`config.mk`:
```
export PLATFORM = sky130hd
export DESIGN_NAME = store_write_buffer
export DESIGN_NICKNAME = d
export VERILOG_FILES = /design/src/rtl/swb_pkg.sv /design/src/rtl/swb_fifo.sv /design/src/rtl/store_write_buffer.sv
export SDC_FILE = /design/constraint.sdc
export NUM_CORES = 1
export LEC_CHECK = 0
export BUFFER_PORTS_ARGS = -buffer_cell sky130_fd_sc_hd__buf_2
export CAP_MARGIN = 0
export CELL_PAD_IN_SITES_DETAIL_PLACEMENT = 1
export CELL_PAD_IN_SITES_GLOBAL_PLACEMENT = 1
export CORE_ASPECT_RATIO = 2
export CORE_UTILIZATION = 49
export CTS_BUF_LIST = sky130_fd_sc_hd__clkbuf_16
export DETAILED_ROUTE_END_ITERATION = 8
export PLACE_DENSITY = 0.79
export SKIP_LAST_GASP = 1
export SYNTH_ARGS = -nofsm -noshare
export SYNTH_HDL_FRONTEND = slang
export SYNTH_SLANG_ARGS = --single-unit
```
`constraint.sdc`:
```
create_clock -name clk -period 2.8 [get_ports clk]
set_input_delay 0.14 -clock clk [delete_from_list [all_inputs] [get_ports clk]]
set_output_delay 0.14 -clock clk [all_outputs]
set_load 0.1 [all_outputs]
```
`src/rtl/swb_pkg.sv`:
```
// Shared widths and types for the store write buffer (store_write_buffer, swb_fifo).
package swb_pkg;

   localparam int unsigned ADDR_W = 32;
   localparam int unsigned DATA_W = 32;

   typedef struct packed {
      logic [ADDR_W-1:0] addr;
      logic [DATA_W-1:0] data;
   } swb_entry_t;

   typedef enum logic [1:0] {
      RUN   = 2'd0,
      DRAIN = 2'd1,
      DONE  = 2'd2
   } swb_state_e;

endpackage

```
`src/rtl/swb_fifo.sv`:
```
// Entry storage for the store write buffer: wrapping pointers, occupancy count, full/empty.
// With SWB_FWD_EN the raw entries and head pointer are exported for store-to-load forwarding.
module swb_fifo
   import swb_pkg::*;
#(
   parameter  int unsigned DEPTH = 4,
   localparam int unsigned PTR_W = $clog2(DEPTH),
   localparam int unsigned CNT_W = $clog2(DEPTH) + 1
) (
   input  logic             clk,
   input  logic             rst_n,
   input  logic             push,
   input  logic             pop,
   input  swb_entry_t       wdata,
   output swb_entry_t       head,
`ifdef SWB_FWD_EN
   output swb_entry_t       entries [DEPTH],
   output logic [PTR_W-1:0] head_ptr,
`endif
   output logic [CNT_W-1:0] count,
   output logic             full,
   output logic             empty
);

   swb_entry_t       mem [DEPTH];
   logic [PTR_W-1:0] wr_ptr;
   logic [PTR_W-1:0] rd_ptr;
   logic             do_push;
   logic             do_pop;

   assign do_push = push & ~full;
   assign do_pop  = pop & ~empty;

   // Pointers wrap naturally at DEPTH (power of two); count is kept separately.
   always_ff @(posedge clk or negedge rst_n) begin
      if (!rst_n) begin
         wr_ptr <= '0;
         rd_ptr <= '0;
         count  <= '0;
         for (int i = 0; i < int'(DEPTH); i++) begin
            mem[i] <= '0;
         end
      end else begin
         if (do_push) begin
            mem[wr_ptr] <= wdata;
            wr_ptr      <= wr_ptr + PTR_W'(1);
         end
         if (do_pop) begin
            rd_ptr <= rd_ptr + PTR_W'(1);
         end
         case ({do_push, do_pop})
            2'b10:   count <= count + CNT_W'(1);
            2'b01:   count <= count - CNT_W'(1);
            default: count <= count;
         endcase
      end
   end

   assign full  = (count == CNT_W'(DEPTH));
   assign empty = (count == '0);
   assign head  = mem[rd_ptr];

`ifdef SWB_FWD_EN
   assign entries  = mem;
   assign head_ptr = rd_ptr;
`endif

endmodule

```
`src/rtl/store_write_buffer.sv`:
```
// Posted-write buffer between the core data port and memory/MMIO, with stall and drain/fence.
// Optional store-to-load forwarding (fwd_hit/fwd_data) is built when SWB_FWD_EN is defined.
module store_write_buffer
   import swb_pkg::*;
#(
   parameter  int unsigned DEPTH = 4,
   localparam int unsigned CNT_W = $clog2(DEPTH) + 1
) (
   input  logic              clk,
   input  logic              reset_n,
   input  logic              MemWrite,
   input  logic [ADDR_W-1:0] DataAdr,
   input  logic [DATA_W-1:0] WriteData,
   output logic              stall,
   input  logic              drain_req,
   output logic              drain_done,
   output logic              wr_valid,
   output logic [ADDR_W-1:0] wr_addr,
   output logic [DATA_W-1:0] wr_data,
   input  logic              wr_ready,
   output logic              misalign_err,
`ifdef SWB_FWD_EN
   output logic              fwd_hit,
   output logic [DATA_W-1:0] fwd_data,
`endif
   output logic [CNT_W-1:0]  count
);

   swb_state_e state;
   swb_state_e state_nx;
   swb_entry_t push_entry;
   swb_entry_t head;
   logic       push;
   logic       pop;
   logic       full;
   logic       empty;
   logic       full_nx;

`ifdef SWB_FWD_EN
   localparam int unsigned PTR_W = $clog2(DEPTH);
   swb_entry_t       entries [DEPTH];
   logic [PTR_W-1:0] head_ptr;
`endif

   assign push = MemWrite & ~stall & (DataAdr[1:0] == 2'b00);
   assign pop  = wr_valid & wr_ready;

   always_comb begin
      push_entry.addr = DataAdr;
      push_entry.data = WriteData;
   end

   swb_fifo #(.DEPTH(DEPTH)) u_fifo (
      .clk      (clk),
      .rst_n    (reset_n),
      .push     (push),
      .pop      (pop),
      .wdata    (push_entry),
      .head     (head),
`ifdef SWB_FWD_EN
      .entries  (entries),
      .head_ptr (head_ptr),
`endif
      .count    (count),
      .full     (full),
      .empty    (empty)
   );

   // Head is presented straight from storage; idle bus reads as zero.
   assign wr_valid = ~empty;
   assign wr_addr  = wr_valid ? head.addr : '0;
   assign wr_data  = wr_valid ? head.data : '0;

   always_ff @(posedge clk or negedge reset_n) begin
      if (!reset_n) begin
         state <= RUN;
      end else begin
         state <= state_nx;
      end
   end

   // A push can never land while full, so a full buffer only leaves full by popping.
   always_comb begin
      state_nx = state;
      full_nx  = full ? ~pop : ((count == CNT_W'(DEPTH - 1)) & push & ~pop);
      unique case (state)
         RUN:     if (drain_req) state_nx = DRAIN;
         DRAIN:   if (count == '0) state_nx = DONE;
         DONE:    state_nx = RUN;
         default: state_nx = RUN;
      endcase
   end

   always_ff @(posedge clk or negedge reset_n) begin
      if (!reset_n) begin
         stall        <= 1'b0;
         drain_done   <= 1'b0;
         misalign_err <= 1'b0;
      end else begin
         stall        <= full_nx | (state_nx == DRAIN);
         drain_done   <= (state_nx == DONE);
         misalign_err <= misalign_err | (MemWrite & (DataAdr[1:0] != 2'b00));
      end
   end

`ifdef SWB_FWD_EN
   // Scan oldest to youngest so the youngest matching entry wins.
   always_comb begin
      fwd_hit  = 1'b0;
      fwd_data = '0;
      for (int k = 0; k < int'(DEPTH); k++) begin
         if ((CNT_W'(k) < count) && (entries[head_ptr + PTR_W'(k)].addr == DataAdr)) begin
            fwd_hit  = 1'b1;
            fwd_data = entries[head_ptr + PTR_W'(k)].data;
         end
      end
   end
`endif

endmodule

```
==> results.yml <==
worst_setup_path:
  critical_path_class: "reg2out"
  startpoint_type: "flip-flop"
  crit_path_start: "u_fifo.rd_ptr[0]"
  timing.rr.start: "u_fifo.count[0]"
  cp_slowest_cell: "dfrtp_4"
  arrival_ns: 2.53
  required_ns: 2.66
  reg2reg_setup_slack_ns: 0.44
  worstReg2RegEnd: "u_fifo.count[2]"
  crit_chain: "buf_12, mux4_2, and2_1, buf_2"
  critical_path.max_stage_delay_ns: 0.60
  cp-end-kind: "primary output"
  ff2ff_path_depth: 9
  crit_fanout: 30
timing:
  drv_slew: 0
  tns_ns: 0
  skew_ns: 0.0128
  hold_viol_final: 0
  tightest_slew_ns: 0.750
  fin_crit_sh_pct: 95.4
  finalSetupViolCount: 0
  period_minus_slack_ns: 2.67
  fmax_ghz: 0.374
  rsz0062_at_grt: "false"
  slew_headroom_pct: 50.0
routing:
  drt-initial-drc-count: 302
  drt-total-wl_microns: 29200
  viasPerCell: 5.59
  drt_first_pass_iters: 4
  remaining_drc_errors: 0
  antenna_left: 0
  post_drt_wl_per_cell_microns: 23.2
  num_vias: 7030
logic_synthesis:
  synth_top_area_share_pct: 55.4
  synth_cell_type_count: 27
  synth_top_cell_by_area: "dfrtp_1"
  synth-seq-cells: 268
  syn_nets: 814
  avgSynthCellArea_sq_um: 16.4
  yosys_warnings: 0
  seq_area_frac_synth_pct: 55.4
  synth_area_leaders: "dfrtp_1 55%, mux2_2 23%, mux4_2 12%"
  syn_inst: 739
  syn_area_sq_um: 12100
die:
  initial_core_util_pct: 49.8
  rows: 81
  fp.dieArea_sq_um: 25400
  die_w_microns: 113
  io_pins: 140
  fp.coreArea_sq_um: 24300
  die_h_microns: 224
place:
  dpl.hpwl_microns: 18400
  port_buffers: 139
  gp_congestion: 0.748
cts:
  cts_setup_buffers: 0
  clk_pin_slew_ns: 0.07
  clk-insertion-delay-late_ns: 0.54
  clock-sinks: 268
  cts.path.max_buffers: 3
  ctsHtreeMaxLevel: 1
  cts_tree: "built"
  root_buffer: "clkbuf_16"
  cts-buffers-inserted: 25
grt:
  grt_usage_pct: 24.5
  grt-ovfl-total: 0
  grt_max_degree: 91
  grt_pass1_vias: 8723
  grt_pass1_wl_microns: 47500
  antenna_found_initial: 3
finish:
  fin_util_pct: 60.1
  fillers: 2258
  syn_to_final_growth_pct: 20.9
  drive_above_1_share_pct: 54.7
  fin_nets: 1021
  final_common_cell: "dfrtp_1"
  multi_input_area_sq_um: 5040
  seq_area_sq_um: 6720
  final_cell_mix: "265 x dfrtp_1, 249 x mux2_2, 138 x buf_2"
run:
  drv_cap: 0
pwr:
  irDropWorstVdd_mv: 0.983
  leakage_nw: 7.20
  powerDensity_nw_per_um2: 1230
worst_hold_path:
  hold_class: "in2async"
run_status:
  status: "finished clean"
==> per-layer routing <==
layer	vias to the layer above	track usage, %	share of wire, %
met5	-	0	0
li1	3094	-	-
met1	3736	26.0	36
met2	147	47.9	58
met3	53	3.18	3.1
met4	0	9.42	3.2
==> area by class of cell <==
type,count,area share [%]
Timing Repair Buffer,226,11.2
Sequential cell,268,45.9
Multi-Input combinational cell,418,34.5
Clock inverter,21,1.45
Clock buffer,25,4.28
Antenna cell,3,0.0513
Tap cell,290,2.48
Inverter,7,0.180
==> per-stage QoR <==
stage               area, sq um  instances  setup WS, ns  hold slack [ns]  power [mW]
floorplan                 12100        739        0.0381           -0.156        12.6
global placement          13100       1142         0.578            0.181        14.0
detailed placement        13100       1142         0.491            0.199        14.4
CTS                       14600       1255        0.0815            0.212        18.1
global route              14600       1258        0.0384            0.227        18.6
finish                    14600       1258         0.129            0.161        17.9
==> cells by family after synthesis <==
logic type      after synthesis  share of synthesized area [%]
simple gates                 88                           4.82
buf+inv                      53                           3.27
xor+xnor                      6                          0.434
compound gates                4                          0.227
fa+ha+maj                     6                          0.682
mux                         314                           35.2
flops                       268                           55.4
==> synth_stat cells <==
| library cell | instances |
|---|---|
| a211oi_1 | 1 |
| a21boi_0 | 1 |
| and2_1 | 74 |
| and3b_1 | 1 |
| buf_1 | 3 |
| buf_2 | 7 |
| buf_6 | 25 |
| clkbuf_1 | 11 |
| dfrtp_1 | 268 |
| fa_1 | 1 |
| ha_1 | 5 |
| inv_1 | 7 |
| mux2_2 | 249 |
| mux2i_1 | 1 |
| mux4_2 | 64 |
| nand2b_1 | 1 |
| nand3_1 | 1 |
| nand3_2 | 4 |
| nor2_1 | 2 |
| nor3_1 | 1 |
| nor3b_1 | 2 |
| nor4b_4 | 1 |
| o21ai_0 | 1 |
| o21bai_1 | 1 |
| or3b_2 | 1 |
| xnor2_1 | 3 |
| xor2_1 | 3 |
==> how the worst max path moves through the flow <==
| stage | end | depth (start not counted) |
|---|---|---|
| after CTS | wr_data[0] | 4 |
| after detailed placement | u_fifo.count[2] | 9 |
| after global placement | u_fifo.count[2] | 9 |
| after floorplan | wr_data[24] | 5 |
| after global routing | wr_data[9] | 4 |
| final | wr_data[9] | 4 |
==> critical path: cells and delay by family, from the launching register on <==
family	cells	cell delay (ns)
AND/OR/NAND/NOR	1	0.21
multiplexers	1	0.55
flip-flops	1	0.60
buffers and inverters	2	0.61
==> power by group <==
part | total (mW) | leakage (nW) | internal, mW | switching, mW
Combinational | 8.60 | 3.23 | 2.74 | 5.86
Clock | 3.51 | 0.412 | 2.01 | 1.51
Sequential | 5.81 | 3.56 | 5.08 | 0.733
==> repair_timing <==
action                                  CTS  global route
hold buffers                             67             0
hold endpoints to repair                337             0
endpoints found under the setup margin    0             0
gates resized for setup                   0             0
==> flip-flops by register name (all words and copies together), names as in the netlist <==
register	count
drain_done	1
misalign_err	1
stall	1
state	2
u_fifo.count	3
u_fifo.mem	256
u_fifo.rd_ptr	2
u_fifo.wr_ptr	2
No activity file was read; power rests on OpenSTA's default activity.
